===== src/rtl/spi_ram_arbiter.sv =====
// spi_ram_arbiter: decodes SPI slave command words and shares one single-port RAM
// round-robin with a host port. Optional macro SPI_RD_ADDR_INC_EN auto-increments rd_addr per SPI read.
module spi_ram_arbiter #(
    parameter int ADDR_SIZE = 8
) (
    input  logic                 clk,
    input  logic                 rst_n,
    input  logic [9:0]           rx_data,
    input  logic                 rx_valid,
    output logic [7:0]           tx_data,
    output logic                 tx_valid,
    input  logic                 host_req,
    input  logic                 host_we,
    input  logic [ADDR_SIZE-1:0] host_addr,
    input  logic [7:0]           host_wdata,
    output logic                 host_gnt,
    output logic                 host_rvalid,
    output logic [7:0]           host_rdata,
    output logic                 ram_en,
    output logic                 ram_we,
    output logic [ADDR_SIZE-1:0] ram_addr,
    output logic [7:0]           ram_din,
    input  logic [7:0]           ram_dout,
    output logic                 spi_ovf
);
    typedef enum logic [1:0] {ARB, ACCESS, RETURN} state_t;

    localparam logic [1:0] OP_WR_ADDR = 2'b00;
    localparam logic [1:0] OP_RD_ADDR = 2'b10;

    state_t               state, state_nxt;
    logic                 rx_valid_q;
    logic                 accept;
    logic [1:0]           opcode;
    logic [7:0]           payload;
    logic [ADDR_SIZE-1:0] wr_addr, rd_addr;
    logic                 spi_pend, spi_we;
    logic [ADDR_SIZE-1:0] spi_addr;
    logic [7:0]           spi_wdata;
    logic                 last_host;
    logic                 gnt_spi, acc_we;
    logic                 grant_spi, grant_host;
    logic                 spi_busy;

    assign opcode   = rx_data[9:8];
    assign payload  = rx_data[7:0];
    assign accept   = rx_valid & ~rx_valid_q;
    // gnt_spi/acc_we describe the access currently in ACCESS or RETURN
    assign spi_busy = spi_pend | ((state != ARB) & gnt_spi);

    always_comb begin
        state_nxt  = state;
        grant_spi  = 1'b0;
        grant_host = 1'b0;
        case (state)
            ARB: begin
                if (spi_pend && (!host_req || last_host)) grant_spi = 1'b1;
                else if (host_req)                        grant_host = 1'b1;
                if (grant_spi || grant_host) state_nxt = ACCESS;
            end
            ACCESS:  state_nxt = acc_we ? ARB : RETURN;
            RETURN:  state_nxt = ARB;
            default: state_nxt = ARB;
        endcase
    end

    always_ff @(posedge clk or negedge rst_n) begin
        if (!rst_n) state <= ARB;
        else        state <= state_nxt;
    end

    // Command decode; SPI RAM requests latch their address at acceptance
    always_ff @(posedge clk or negedge rst_n) begin
        if (!rst_n) begin
            rx_valid_q <= 1'b0;
            wr_addr    <= '0;
            rd_addr    <= '0;
            spi_pend   <= 1'b0;
            spi_we     <= 1'b0;
            spi_addr   <= '0;
            spi_wdata  <= '0;
            spi_ovf    <= 1'b0;
        end else begin
            rx_valid_q <= rx_valid;
            if (grant_spi) spi_pend <= 1'b0;
`ifdef SPI_RD_ADDR_INC_EN
            if (state == ACCESS && gnt_spi && !acc_we) rd_addr <= rd_addr + 1'b1;
`endif
            if (accept) begin
                case (opcode)
                    OP_WR_ADDR: wr_addr <= ADDR_SIZE'(payload);
                    OP_RD_ADDR: rd_addr <= ADDR_SIZE'(payload);
                    default: begin
                        if (spi_busy) begin
                            spi_ovf <= 1'b1;
                        end else begin
                            spi_pend  <= 1'b1;
                            spi_we    <= ~opcode[1];
                            spi_addr  <= opcode[1] ? rd_addr : wr_addr;
                            spi_wdata <= payload;
                        end
                    end
                endcase
            end
        end
    end

    // RAM port is registered at the grant, so it is live exactly during ACCESS
    always_ff @(posedge clk or negedge rst_n) begin
        if (!rst_n) begin
            last_host <= 1'b1;
            gnt_spi   <= 1'b0;
            acc_we    <= 1'b0;
            ram_en    <= 1'b0;
            ram_we    <= 1'b0;
            ram_addr  <= '0;
            ram_din   <= '0;
            host_gnt  <= 1'b0;
        end else begin
            ram_en   <= grant_spi | grant_host;
            host_gnt <= grant_host;
            ram_we   <= 1'b0;
            if (grant_spi) begin
                last_host <= 1'b0;
                gnt_spi   <= 1'b1;
                acc_we    <= spi_we;
                ram_we    <= spi_we;
                ram_addr  <= spi_addr;
                ram_din   <= spi_wdata;
            end else if (grant_host) begin
                last_host <= 1'b1;
                gnt_spi   <= 1'b0;
                acc_we    <= host_we;
                ram_we    <= host_we;
                ram_addr  <= host_addr;
                ram_din   <= host_wdata;
            end
        end
    end

    // Read return; a read completing on the same edge as a new command still raises tx_valid
    always_ff @(posedge clk or negedge rst_n) begin
        if (!rst_n) begin
            tx_data     <= '0;
            tx_valid    <= 1'b0;
            host_rdata  <= '0;
            host_rvalid <= 1'b0;
        end else begin
            host_rvalid <= 1'b0;
            if (accept) tx_valid <= 1'b0;
            if (state == RETURN) begin
                if (gnt_spi) begin
                    tx_data  <= ram_dout;
                    tx_valid <= 1'b1;
                end else begin
                    host_rdata  <= ram_dout;
                    host_rvalid <= 1'b1;
                end
            end
        end
    end

endmodule


===== config.mk =====
export PLATFORM = sky130hd
export DESIGN_NAME = spi_ram_arbiter
export DESIGN_NICKNAME = d
export VERILOG_FILES = /design/src/rtl/spi_ram_arbiter.sv
export SDC_FILE = /design/constraint.sdc
export NUM_CORES = 1
export LEC_CHECK = 0
export BUFFER_PORTS_ARGS = -buffer_cell sky130_fd_sc_hd__buf_2
export CAP_MARGIN = 40
export CELL_PAD_IN_SITES_DETAIL_PLACEMENT = 1
export CELL_PAD_IN_SITES_GLOBAL_PLACEMENT = 1
export CORE_UTILIZATION = 46
export CTS_CLUSTER_DIAMETER = 50
export DETAILED_ROUTE_END_ITERATION = 16
export GPL_ROUTABILITY_DRIVEN = 1
export PLACE_DENSITY_LB_ADDON = 0.1
export SLEW_MARGIN = 20
export SYNTH_ARGS = -nofsm -noshare
export SYNTH_HDL_FRONTEND = slang
export SYNTH_SLANG_ARGS = --single-unit
export TNS_END_PERCENT = 100

===== constraint.sdc =====
create_clock -name clk -period 2.51 [get_ports clk]
set_input_delay 0.3765 -clock clk [delete_from_list [all_inputs] [get_ports clk]]
set_output_delay 0.3765 -clock clk [all_outputs]
set_load 0.005 [all_outputs]

== Yosys cells after proc, flatten, opt, wreduce, memory -nomap -nowiden ==
Index checks and enable logic that the tools add are counted.
Storage, ports and cells
  register bits after elaboration: 78
  input bits: 39
  output and inout bits: 38
  word-level logic and storage cells: 81
Operators by class
  equal/unequal tests: 4
  multiplexer cells: 32
  bitwise operators: 9
  reductions and logical operators: 15
Operator list (count)
  $mux 8: 5
  $mux 1: 24
  $reduce_and 2->1: 4
  $reduce_and 3->1: 2
  $not 1->1: 5
  $eq 2x2->1 const B: 2
  $logic_not 2->1: 2
  $mux 2: 2
  $pmux 2 s2: 1
  $reduce_bool 2->1: 2
  $and 1x1->1: 2
  $eq 2x1->1 const B: 1
  $logic_or 1x1->1: 2
  $ne 2x2->1 const B: 1
  $or 1x1->1: 2
  $reduce_or 2->1: 1
  $logic_and 1x1->1: 1
  $logic_not 1->1: 1

== Longest topological paths before layout ==
Gate-level depths: netlist of run 1.
  depth after elaboration: 10
  depth in mapped cells: 6
  mapped depth without buffers: 3

== Least setup slack after synthesis of run 1 ==
Ideal clock, no wire load.
  path kind: flip-flop to flip-flop
  start: reg state[1]
  end: reg spi_addr[1]
  data arrival time: 1.601 ns
  slack: 0.784 ns
  stages on the path, launching flop included: 5
  clock period less this slack: 1.726 ns
  path through: dfrtp_1 or2_4 a211oi_4 buf_8 mux2_4
On the way
  word-level cells in the longest chain between the ends: 5
RTL lines
  from (decl): RTL line 31  | state_t state, state_nxt;
  from (signal assigned): RTL line 69  | else state <= state_nxt;
  $reduce_bool 2->1: RTL line 49  | assign spi_busy = spi_pend | ((state != ARB) & gnt_spi);
  $and 1x1->1: RTL line 49
  $or 1x1->1: RTL line 49
  $not 1->1 (no source line)
  $reduce_and 3->1 (no source line)
  to (signal assigned): RTL line 99  | spi_addr <= opcode[1] ? rd_addr : wr_addr;
  to (decl): RTL line 38  | logic [ADDR_SIZE-1:0] spi_addr;
No other way between the ends.
A chain may end at the register's enable or synchronous reset.

== Worst setup path after layout of run 1 ==
  start: reg state[1]
  end: reg spi_wdata[6]
On the way
  word-level cells in the longest chain between the ends: 5
RTL lines
  $reduce_bool 2->1: RTL line 49
  $and 1x1->1: RTL line 49
  $or 1x1->1: RTL line 49
  $not 1->1 (no source line)
  $reduce_and 3->1 (no source line)
  to (signal assigned): RTL line 100  | spi_wdata <= payload;
  to (decl): RTL line 39  | logic [7:0] spi_wdata;
No other way between the ends.

==> results.sh, run 1 <==
export IMPL_cts_sinks=78
export IMPL_core_mm2=0.00683
export IMPL_ys_dominant_reg_cell="dfrtp_1"
export IMPL_syn_inst=227
export IMPL_synth_compound_gate_area_share=0.135
export IMPL_ys_types=33
export IMPL_worstPathRequired_ps=2740
export IMPL_grt_pass1_vias=2353
export IMPL_critical_path_class="reg -> reg"
export IMPL_finalPower_mw=4.74
export IMPL_path_max_fanout=18
export IMPL_route_detailed_drc=0
export IMPL_dpl_hpwl_um=5340
export IMPL_die_h_um=86.4
export IMPL_ant_nets=0
export IMPL_wl_met2_um=3550
export IMPL_grt_overflow=0
export IMPL_slowest_delay_ps=430
export IMPL_grt_pass1_wl_um=12300
export IMPL_worst_setup_path_end_kind="flop"
export IMPL_ir_worst_vdd_uv=462
export IMPL_synth_area_mux_share=0.205
export IMPL_synth_avg_cell_area_um2=14.4
export IMPL_dieWidth_um=86.4
export IMPL_drt_iter0_drc=121
export IMPL_start_util=0.479
export IMPL_synth_nets=266
export IMPL_hold_path_cell_count=1
export IMPL_h_tree_depth=3
export IMPL_skew_ps=8.20
export IMPL_yosysWarnings=0
export IMPL_crit_chain="or2_4, a211oi_4, buf_4, mux2_2"
export IMPL_status="completed"
export IMPL_synth_top_cell_area_share=0.588
export IMPL_top_layer_used="met4"
export IMPL_period_share=0.708
export IMPL_cts_resized=0
export IMPL_wl_met3_um=340
export IMPL_synth_area_mm2=0.00327
export IMPL_timing_slew_headroom=0.525
export IMPL_yosys_area_share_simple=0.0374
export IMPL_cp_arrival_ps=2010
export IMPL_n_fill_cell=740
export IMPL_dieArea_mm2=0.00746
export IMPL_cts_root_buf="clkbuf_8"
export IMPL_ios=77
export IMPL_synth_seq_area_share=0.596
export IMPL_wire_per_inst_um=18.7
export IMPL_synth_area_leaders="dfrtp_1, mux2_2, o2bb2ai_1, o311ai_0, mux2_4"
export IMPL_synth_edf_count=0
export IMPL_wl_met1_um=3610
export IMPL_worst_pin_slew_ps=711
export IMPL_finalHoldViolCount=0
export IMPL_rr_worst_depth=4
export IMPL_final_area_mm2=0.00396
export IMPL_via_count=2224
export IMPL_tritoncts="built"
export IMPL_drt_pre_antenna_iters=4
export IMPL_clock_latency_ps=350
export IMPL_setup_viol=0
export IMPL_cp_top_family="flip-flops"
export IMPL_tns_ps=0
export IMPL_cellPowerDensity_mw_per_mm2=1200
export IMPL_synthArstFlopShare=1.00
export IMPL_slew_violations=0
export IMPL_grt_start_max_net_pins=43
export IMPL_drv_cap=0
export IMPL_routabilityCongestion=0.674
export IMPL_synth_top_family_by_area="multiplexers"
export IMPL_grt_usage=0.222
export IMPL_routed_via_density=5.46
export IMPL_num_rows=30
export IMPL_synth_adder_area_share=0
export IMPL_p_leak_nw=1.80
export IMPL_synth_xor_area_share=0
export IMPL_slowest_stage="dfrtp_1"
export IMPL_fin_crit_ps=1780
export IMPL_nets=345
export IMPL_critical_path_buf_inv_count=1
export IMPL_ys_ff_latch=78
export IMPL_worst_path_stages=4
export IMPL_numCtsBuffers=9
export IMPL_portBuffers=76
export IMPL_clk_path_buf_depth=2
export IMPL_drive_gt1_frac=0.511
export IMPL_rsz0062_at_grt="false"
export IMPL_syn_to_final_growth_pct=21.0
export IMPL_grt_antenna_before_repair=0
export IMPL_clkSlewWorstSetupHoldPaths_ps=80
export IMPL_start_kind="flop"
export IMPL_yosys_area_top_type="dfrtp_1"
export IMPL_routed_wl_um=7600
export IMPL_hold_class="in -> reg"
export IMPL_max_freq_mhz=563
export IMPL_diodes=0
export IMPL_place_area_mm2=0.00375
## path summary, 6_finish.rpt
check                                      from                        end  slack (ps)
min in group asynchronous                 rst_n  host_rdata[4]$_DFFE_PN0P_         530
max reg2reg                state[1]$_DFFE_PN0P_   spi_wdata[6]$_DFFE_PN0P_         730
max in group asynchronous                 rst_n     rd_addr[0]$_DFFE_PN0P_        1390
min reg2reg                  acc_we$_DFFE_PN0P_       state[1]$_DFFE_PN0P_         440
max                        state[1]$_DFFE_PN0P_   spi_wdata[6]$_DFFE_PN0P_         730
min                                    rx_valid       rx_valid_q$_DFF_PN0_         160
## synthesized netlist by cell type (all sizes together), types with 3 or more instances
| master | number |
|---|---|
| dfrtp | 77 |
| mux2 | 56 |
| a31oi | 14 |
| o2bb2ai | 14 |
| o311ai | 14 |
| clkbuf | 11 |
| buf | 4 |
| inv | 4 |
| nand2 | 4 |
| a21o | 3 |
| a221o | 3 |
| nor3b | 3 |
## worst reg2reg max path: cells and delay by family (launching register included)
family	cells	cell delay (ps)
simple gates	1	300
compound gates	1	230
buf+inv	1	310
mux	1	390
flops	1	430
## repair_timing
action / CTS / global route
endpoints found under the setup margin: 0 / 0
hold buffers: 1 / 0
endpoints found under the hold margin: 20 / 0
buffers inserted: 0 / 0
## registers in the layout, summed over array words and instances, names as in the netlist, 8 cells and up
name / count
host_rdata: 8
tx_data: 8
spi_wdata: 8
spi_addr: 8
wr_addr: 8
ram_din: 8
ram_addr: 8
rd_addr: 8
## kinds of logic after synthesis
group                  Yosys count
AND/OR/NAND/NOR                 19
buffers and inverters           19
multiplexers                    57
flip-flops                      78
AO/OA/AOI/OAI                   54
## per-layer routing
layer,vias to the layer above,global-route usage
li1,1020,-
met5,-,0
met4,0,0.0742
met2,57,0.332
met1,1138,0.324
met3,9,0.0495
## metrics by stage
| stage | instances | worst slack, ps | hold slack, ps | util |
|---|---|---|---|---|
| after floorplan | 227 | 784 | 80.9 | - |
| after global placement | 389 | 731 | 369 | 0.550 |
| after detailed placement | 389 | 649 | 371 | 0.550 |
| after CTS | 406 | 734 | 145 | 0.579 |
| after global routing | 407 | 636 | 141 | 0.580 |
| final | 407 | 733 | 157 | 0.580 |
## layout make-up
cell class | instances | area, µm² | share of cell area
Sequential cell | 78 | 1950 | 0.493
Tap cell | 96 | 120 | 0.0303
Timing Repair Buffer | 83 | 450 | 0.114
Clock inverter | 6 | 62.6 | 0.0158
Clock buffer | 10 | 128 | 0.0322
Multi-Input combinational cell | 130 | 1230 | 0.311
Inverter | 4 | 15.0 | 0.00379
## placed cells by master, fill, tap and decap left out, types with 2 or more instances in the layout
master / count
a31oi_1: 14
nand2b_1: 2
inv_1: 4
buf_2: 75
nand2_1: 4
a21o_1: 3
o2bb2ai_1: 14
o21bai_1: 2
dfrtp_1: 77
buf_4: 6
clkbuf_8: 9
nand3b_1: 2
clkinv_2: 2
nor3b_1: 2
mux2_4: 8
clkinvlp_4: 3
mux2_2: 48
o311ai_0: 14
a21boi_0: 2
a221o_1: 3
## power breakdown
group | total [mW] | internal [mW] | switching, mW
Sequential | 2.12 | 1.80 | 0.311
Clock | 0.914 | 0.456 | 0.458
Combinational | 1.71 | 0.865 | 0.848
Note: power is estimated with default switching activity, not from simulation.
==> run 2: changes to the inputs <==
--- a/config.mk
+++ b/config.mk
@@ -9,7 +9,7 @@
 export CAP_MARGIN = 40
 export CELL_PAD_IN_SITES_DETAIL_PLACEMENT = 1
 export CELL_PAD_IN_SITES_GLOBAL_PLACEMENT = 1
-export CORE_UTILIZATION = 46
+export CORE_UTILIZATION = 43
 export CTS_CLUSTER_DIAMETER = 50
 export DETAILED_ROUTE_END_ITERATION = 16
 export GPL_ROUTABILITY_DRIVEN = 1
==> constraint.sdc (replaced) <==
create_clock -name clk -period 1.7 [get_ports clk]
set_input_delay 0.255 -clock clk [delete_from_list [all_inputs] [get_ports clk]]
set_output_delay 0.255 -clock clk [all_outputs]
set_load 0.005 [all_outputs]
==> results.sh, run 2 (synthesis results as in run 1) <==
export IMPL_slowest_stage="dfrtp_1"
export IMPL_route_detailed_drc=0
export IMPL_tns_ps=0
export IMPL_setup_viol=0
export IMPL_p_leak_nw=1.84
export IMPL_worstPathRequired_ps=1920
export IMPL_ir_worst_vdd_uv=636
export IMPL_period_share=0.966
export IMPL_layout_commonest_cell="dfrtp_1"
export IMPL_tritoncts="built"
export IMPL_netSwitchingPower_mw=2.29
export IMPL_cts_sinks=78
export IMPL_status="completed"
export IMPL_via_count=2215
export IMPL_final_cell_mix="dfrtp_1, buf_2, mux2_2"
export IMPL_portBuffers=76
export IMPL_holdPathEnd="rx_valid_q$_DFF_PN0_"
export IMPL_skew_ps=8.46
export IMPL_cellPowerDensity_mw_per_mm2=1720
export IMPL_rr_worst_depth=4
export IMPL_worst_setup_path_end_kind="flop"
export IMPL_grt_usage=0.197
export IMPL_dpl_hpwl_um=5110
export IMPL_routed_via_density=5.35
export IMPL_fin_cells=414
export IMPL_seqPwrFrac=0.452
export IMPL_clk_path_buf_depth=2
export IMPL_crit_chain="or2_4, a211oi_4, buf_12, mux2_2"
export IMPL_slew_violations=0
export IMPL_worst_pin_slew_ps=506
export IMPL_drt_pre_antenna_iters=4
export IMPL_path_max_fanout=18
export IMPL_reg2reg_to="spi_wdata[2]$_DFFE_PN0P_"
export IMPL_nets=351
export IMPL_hold_class="in -> reg"
export IMPL_dpl_cell_count=398
export IMPL_fin_crit_ps=1640
export IMPL_drt_iter0_drc=87
export IMPL_clock_latency_ps=330
export IMPL_syn_to_final_growth_pct=22.4
export IMPL_grt_pass1_vias=2200
export IMPL_place_area_mm2=0.00383
export IMPL_finalHoldViolCount=0
export IMPL_grt_antenna_before_repair=0
export IMPL_routabilityCongestion=0.702
export IMPL_clkSlewWorstSetupHoldPaths_ps=80
export IMPL_timing_slew_headroom=0.662
export IMPL_drv_cap=0
export IMPL_wire_per_inst_um=17.0
export IMPL_slowest_delay_ps=410
export IMPL_critical_path_class="reg -> reg"
export IMPL_finalPower_mw=6.89
export IMPL_hp_start="rx_valid"
export IMPL_h_tree_depth=3
export IMPL_cp_arrival_ps=1860
export IMPL_ant_nets=0
export IMPL_p_sw_frac=0.332
export IMPL_core_mm2=0.00729
export IMPL_ios=77
export IMPL_dieArea_mm2=0.00797
export IMPL_grt_start_max_net_pins=38
export IMPL_power_frac_comb=0.379
export IMPL_routed_wl_um=7030
export IMPL_start_util=0.449
export IMPL_die_h_um=89.3
export IMPL_reg2reg_slack_ps=60
export IMPL_final_area_mm2=0.00401
export IMPL_diodes=0
export IMPL_dieWidth_um=89.3
export IMPL_grt_overflow=0
export IMPL_cts_root_buf="clkbuf_8"
export IMPL_drive_gt1_frac=0.517
export IMPL_p_clk_frac=0.169
export IMPL_hold_path_cell_count=1
export IMPL_rr_startpoint="state[0]$_DFFE_PN0P_"
export IMPL_grt_pass1_wl_um=11600
export IMPL_max_freq_mhz=609
export IMPL_num_rows=31
export IMPL_postCtsSetupBuffers=0
export IMPL_start_kind="flop"
export IMPL_p_int_mw=4.60
export IMPL_numCtsBuffers=9
-- run 2: cell types whose count changed in the layout (fill, tap and decap cells not counted), sizes merged --
cell	delta
clkbuf	+3
buf	+5
bufinv	-1
clkinvlp	-3
-- run 2: critical path: cells and delay by family (launching register included) --
family | cells | cell delay (ps)
buf+inv | 1 | 210
compound gates | 1 | 260
flops | 1 | 410
mux | 1 | 350
simple gates | 1 | 300
-- run 2: per-stage QoR --
step / worst slack, ps / utilization / hold WS (ps)
floorplan: 4.83 / - / -40.6
global placement: 67.0 / 0.525 / 168
detailed placement: 1.42 / 0.525 / 172
CTS: 22.0 / 0.548 / 43.7
global route: -40.0 / 0.550 / 51.2
finish: 58.0 / 0.550 / 54.9
-- run 2: worst max path at each step --
stage,from,endpoint,slack [ps]
6_report,state[0]$_DFFE_PN0P_,spi_wdata[2]$_DFFE_PN0P_,60
5_1_grt,spi_pend$_DFF_PN0_,ram_din[2]$_DFFE_PN0P_,-40
4_1_cts,last_host$_DFFE_PN1P_,ram_din[7]$_DFFE_PN0P_,20
3_5_place_dp,host_req,ram_addr[7]$_DFFE_PN0P_,1
3_3_place_gp,host_req,ram_din[7]$_DFFE_PN0P_,70
2_1_floorplan,state[0]$_DFFE_PN0P_,spi_addr[1]$_DFFE_PN0P_,5
-- run 2: area by class of cell --
class                   instances  area (µm²)
fillers                       770        3280
clock buffers                  12         145
clock inverters                 2        10.0
flip-flops and latches         78        1950
multi-input cells             130        1240
inverters                       4        15.0
repair buffers                 89         520
well taps                      99         124
-- run 2: what timing repair did --
item / CTS / global route
hold endpoints to repair: 20 / 0
resized for setup: 0 / 4
hold buffers: 1 / 0
endpoints found under the setup margin: 0 / 4
-- run 2: power by group through the flow --
stage / sequential, mW / clock, mW / combinational (mW)
finish: 3.11 / 1.16 / 2.61
global route: 3.23 / 1.26 / 2.91
CTS: 3.12 / 1.20 / 2.61
detailed placement: 3.15 / 0 / 2.60
global placement: 3.12 / 0 / 2.52
floorplan: 3.07 / 0 / 1.59
-- run 2: layer usage --
layer	vias to the layer above	share of wire	GRT usage
met2	52	0.43	0.275
met1	1110	0.52	0.306
met5	-	0	0
li1	1045	-	-
met3	8	0.034	0.0277
met4	0	0.016	0.0866
==> run 3: changes to the inputs <==
--- a/config.mk
+++ b/config.mk
@@ -14,6 +14,7 @@
 export DETAILED_ROUTE_END_ITERATION = 16
 export GPL_ROUTABILITY_DRIVEN = 1
 export PLACE_DENSITY_LB_ADDON = 0.1
+export RECOVER_POWER = 100
 export SLEW_MARGIN = 20
 export SYNTH_ARGS = -nofsm -noshare
 export SYNTH_HDL_FRONTEND = slang
==> constraint.sdc (replaced) <==
create_clock -name clk -period 1.7 [get_ports clk]
set_input_delay 0.17 -clock clk [delete_from_list [all_inputs] [get_ports clk]]
set_output_delay 0.17 -clock clk [all_outputs]
set_load 0.005 [all_outputs]
==> results.sh, run 3 (synthesis results as in run 1) <==
export IMPL_p_leak_nw=1.75
export IMPL_cp_arrival_ps=1860
export IMPL_grt_usage=0.193
export IMPL_ant_nets=0
export IMPL_path_max_fanout=18
export IMPL_skew_ps=5.11
export IMPL_p_int_mw=4.62
export IMPL_p_sw_frac=0.333
export IMPL_start_kind="input pin"
export IMPL_n_fill_cell=774
export IMPL_dp_slack_ps=42.7
export IMPL_crit_chain="dlygate4sd3_1, buf_2, nand3b_1, a211oi_4, buf_12, mux2_2"
export IMPL_routed_via_density=5.27
export IMPL_slew_violations=0
export IMPL_netSwitchingPower_mw=2.31
export IMPL_rsz0062_at_grt="true"
export IMPL_final_core_util=0.544
export IMPL_grt_pass1_vias=2163
export IMPL_drive_gt1_frac=0.434
export IMPL_drt_iter0_drc=67
export IMPL_routabilityCongestion=0.684
export IMPL_drt_pre_antenna_iters=4
export IMPL_h_tree_depth=3
export IMPL_seqPwrFrac=0.454
export IMPL_layout_commonest_cell="dfrtp_1"
export IMPL_grt_overflow=0
export IMPL_critical_path_buf_inv_count=3
export IMPL_max_freq_mhz=611
export IMPL_clkSlewWorstSetupHoldPaths_ps=80
export IMPL_worstPathRequired_ps=1920
export IMPL_cellPowerDensity_mw_per_mm2=1750
export IMPL_wl_met3_um=275
export IMPL_p_clk_frac=0.199
export IMPL_grt_antenna_before_repair=0
export IMPL_tritoncts="built"
export IMPL_period_share=0.962
export IMPL_wl_met1_um=3590
export IMPL_cts_sinks=78
export IMPL_setup_viol=0
export IMPL_wl_met2_um=3010
export IMPL_status="completed"
export IMPL_nets=350
export IMPL_diodes=0
export IMPL_tns_ps=0
export IMPL_portBuffers=76
export IMPL_fin_cells=415
export IMPL_ir_worst_vdd_uv=631
export IMPL_setup_slack_ps=64.5
export IMPL_final_cell_mix="dfrtp_1, buf_2, mux2_2"
export IMPL_hold_ws_ps=57.6
export IMPL_dpl_hpwl_um=5100
export IMPL_critical_path_class="in -> reg"
export IMPL_num_rows=31
export IMPL_finalHoldViolCount=0
export IMPL_power_frac_comb=0.347
export IMPL_via_count=2185
export IMPL_drv_cap=0
export IMPL_syn_to_final_growth_pct=21.2
export IMPL_dieWidth_um=89.3
export IMPL_route_detailed_drc=0
export IMPL_top_layer_used="met4"
export IMPL_cts_root_buf="clkbuf_8"
export IMPL_cp_top_family="buffers and inverters"
export IMPL_clk_path_buf_depth=2
export IMPL_final_area_mm2=0.00397
export IMPL_dpl_cell_count=397
export IMPL_routed_wl_um=6980
export IMPL_worst_pin_slew_ps=605
export IMPL_clock_latency_ps=340
export IMPL_dieArea_mm2=0.00797
export IMPL_wire_per_inst_um=16.8
export IMPL_timing_slew_headroom=0.596
export IMPL_start_util=0.449
export IMPL_slowest_delay_ps=520
export IMPL_grt_pass1_wl_um=11300
export IMPL_fin_crit_ps=1640
export IMPL_worst_setup_path_end_kind="flop"
export IMPL_slowest_stage="dlygate4sd3_1"
export IMPL_finalPower_mw=6.93
export IMPL_ios=77
export IMPL_hold_class="in -> reg"
export IMPL_place_area_mm2=0.00381
export IMPL_numCtsBuffers=9
export IMPL_core_mm2=0.00729
export IMPL_die_h_um=89.3
export IMPL_grt_start_max_net_pins=39
-- run 3: routing by layer --
metal / vias to the layer above / global-route usage
met2: 52 / 0.271
met3: 11 / 0.0314
li1: 1038 / -
met4: 0 / 0.0851
met5: - / 0
met1: 1084 / 0.294
-- run 3: worst reg2reg max path: cells and delay by family, from the launching register on --
family | cells | cell delay [ps]
AO/OA/AOI/OAI | 1 | 260
buffers and inverters | 1 | 210
AND/OR/NAND/NOR | 1 | 290
flip-flops | 1 | 410
multiplexers | 1 | 350
-- run 3: final cells by class --
cell class              count  area (µm²)  area share
clock buffers              11         141      0.0356
clock inverters             5        58.8      0.0148
inverters                   4        15.0     0.00378
multi-input cells         130        1230       0.310
flip-flops and latches     78        1950       0.492
well taps                  99         124      0.0312
repair buffers             88         445       0.112
-- run 3: path summary, 6_finish.rpt --
check / cells after the start / slack [ps] / start / end
worst max-delay path: 6 / 60 / rx_valid / spi_wdata[5]$_DFFE_PN0P_
worst min-delay path: 2 / 60 / host_we / ram_we$_DFF_PN0_
worst max register to register: 4 / 70 / state[0]$_DFFE_PN0P_ / spi_wdata[5]$_DFFE_PN0P_
worst min register to register: 2 / 490 / tx_valid$_DFF_PN0_ / tx_valid$_DFF_PN0_
max in group asynchronous: 3 / 330 / rst_n / rd_addr[5]$_DFFE_PN0P_
min in group asynchronous: 2 / 370 / rst_n / ram_din[2]$_DFFE_PN0P_
-- run 3: power groups by stage --
stage	logic, mW	registers (mW)	clock network, mW
global placement	2.45	3.14	0
detailed placement	2.51	3.17	0
finish	2.40	3.15	1.38
global route	2.70	3.26	1.50
CTS	2.52	3.14	1.43
floorplan	1.59	3.07	0
-- run 3: what timing repair did --
item                                   CTS  global route
gates resized for setup                  0             2
hold buffers                             2             0
buffers inserted                         0             0
setup endpoints to repair                0             3
endpoints found under the hold margin   23             0
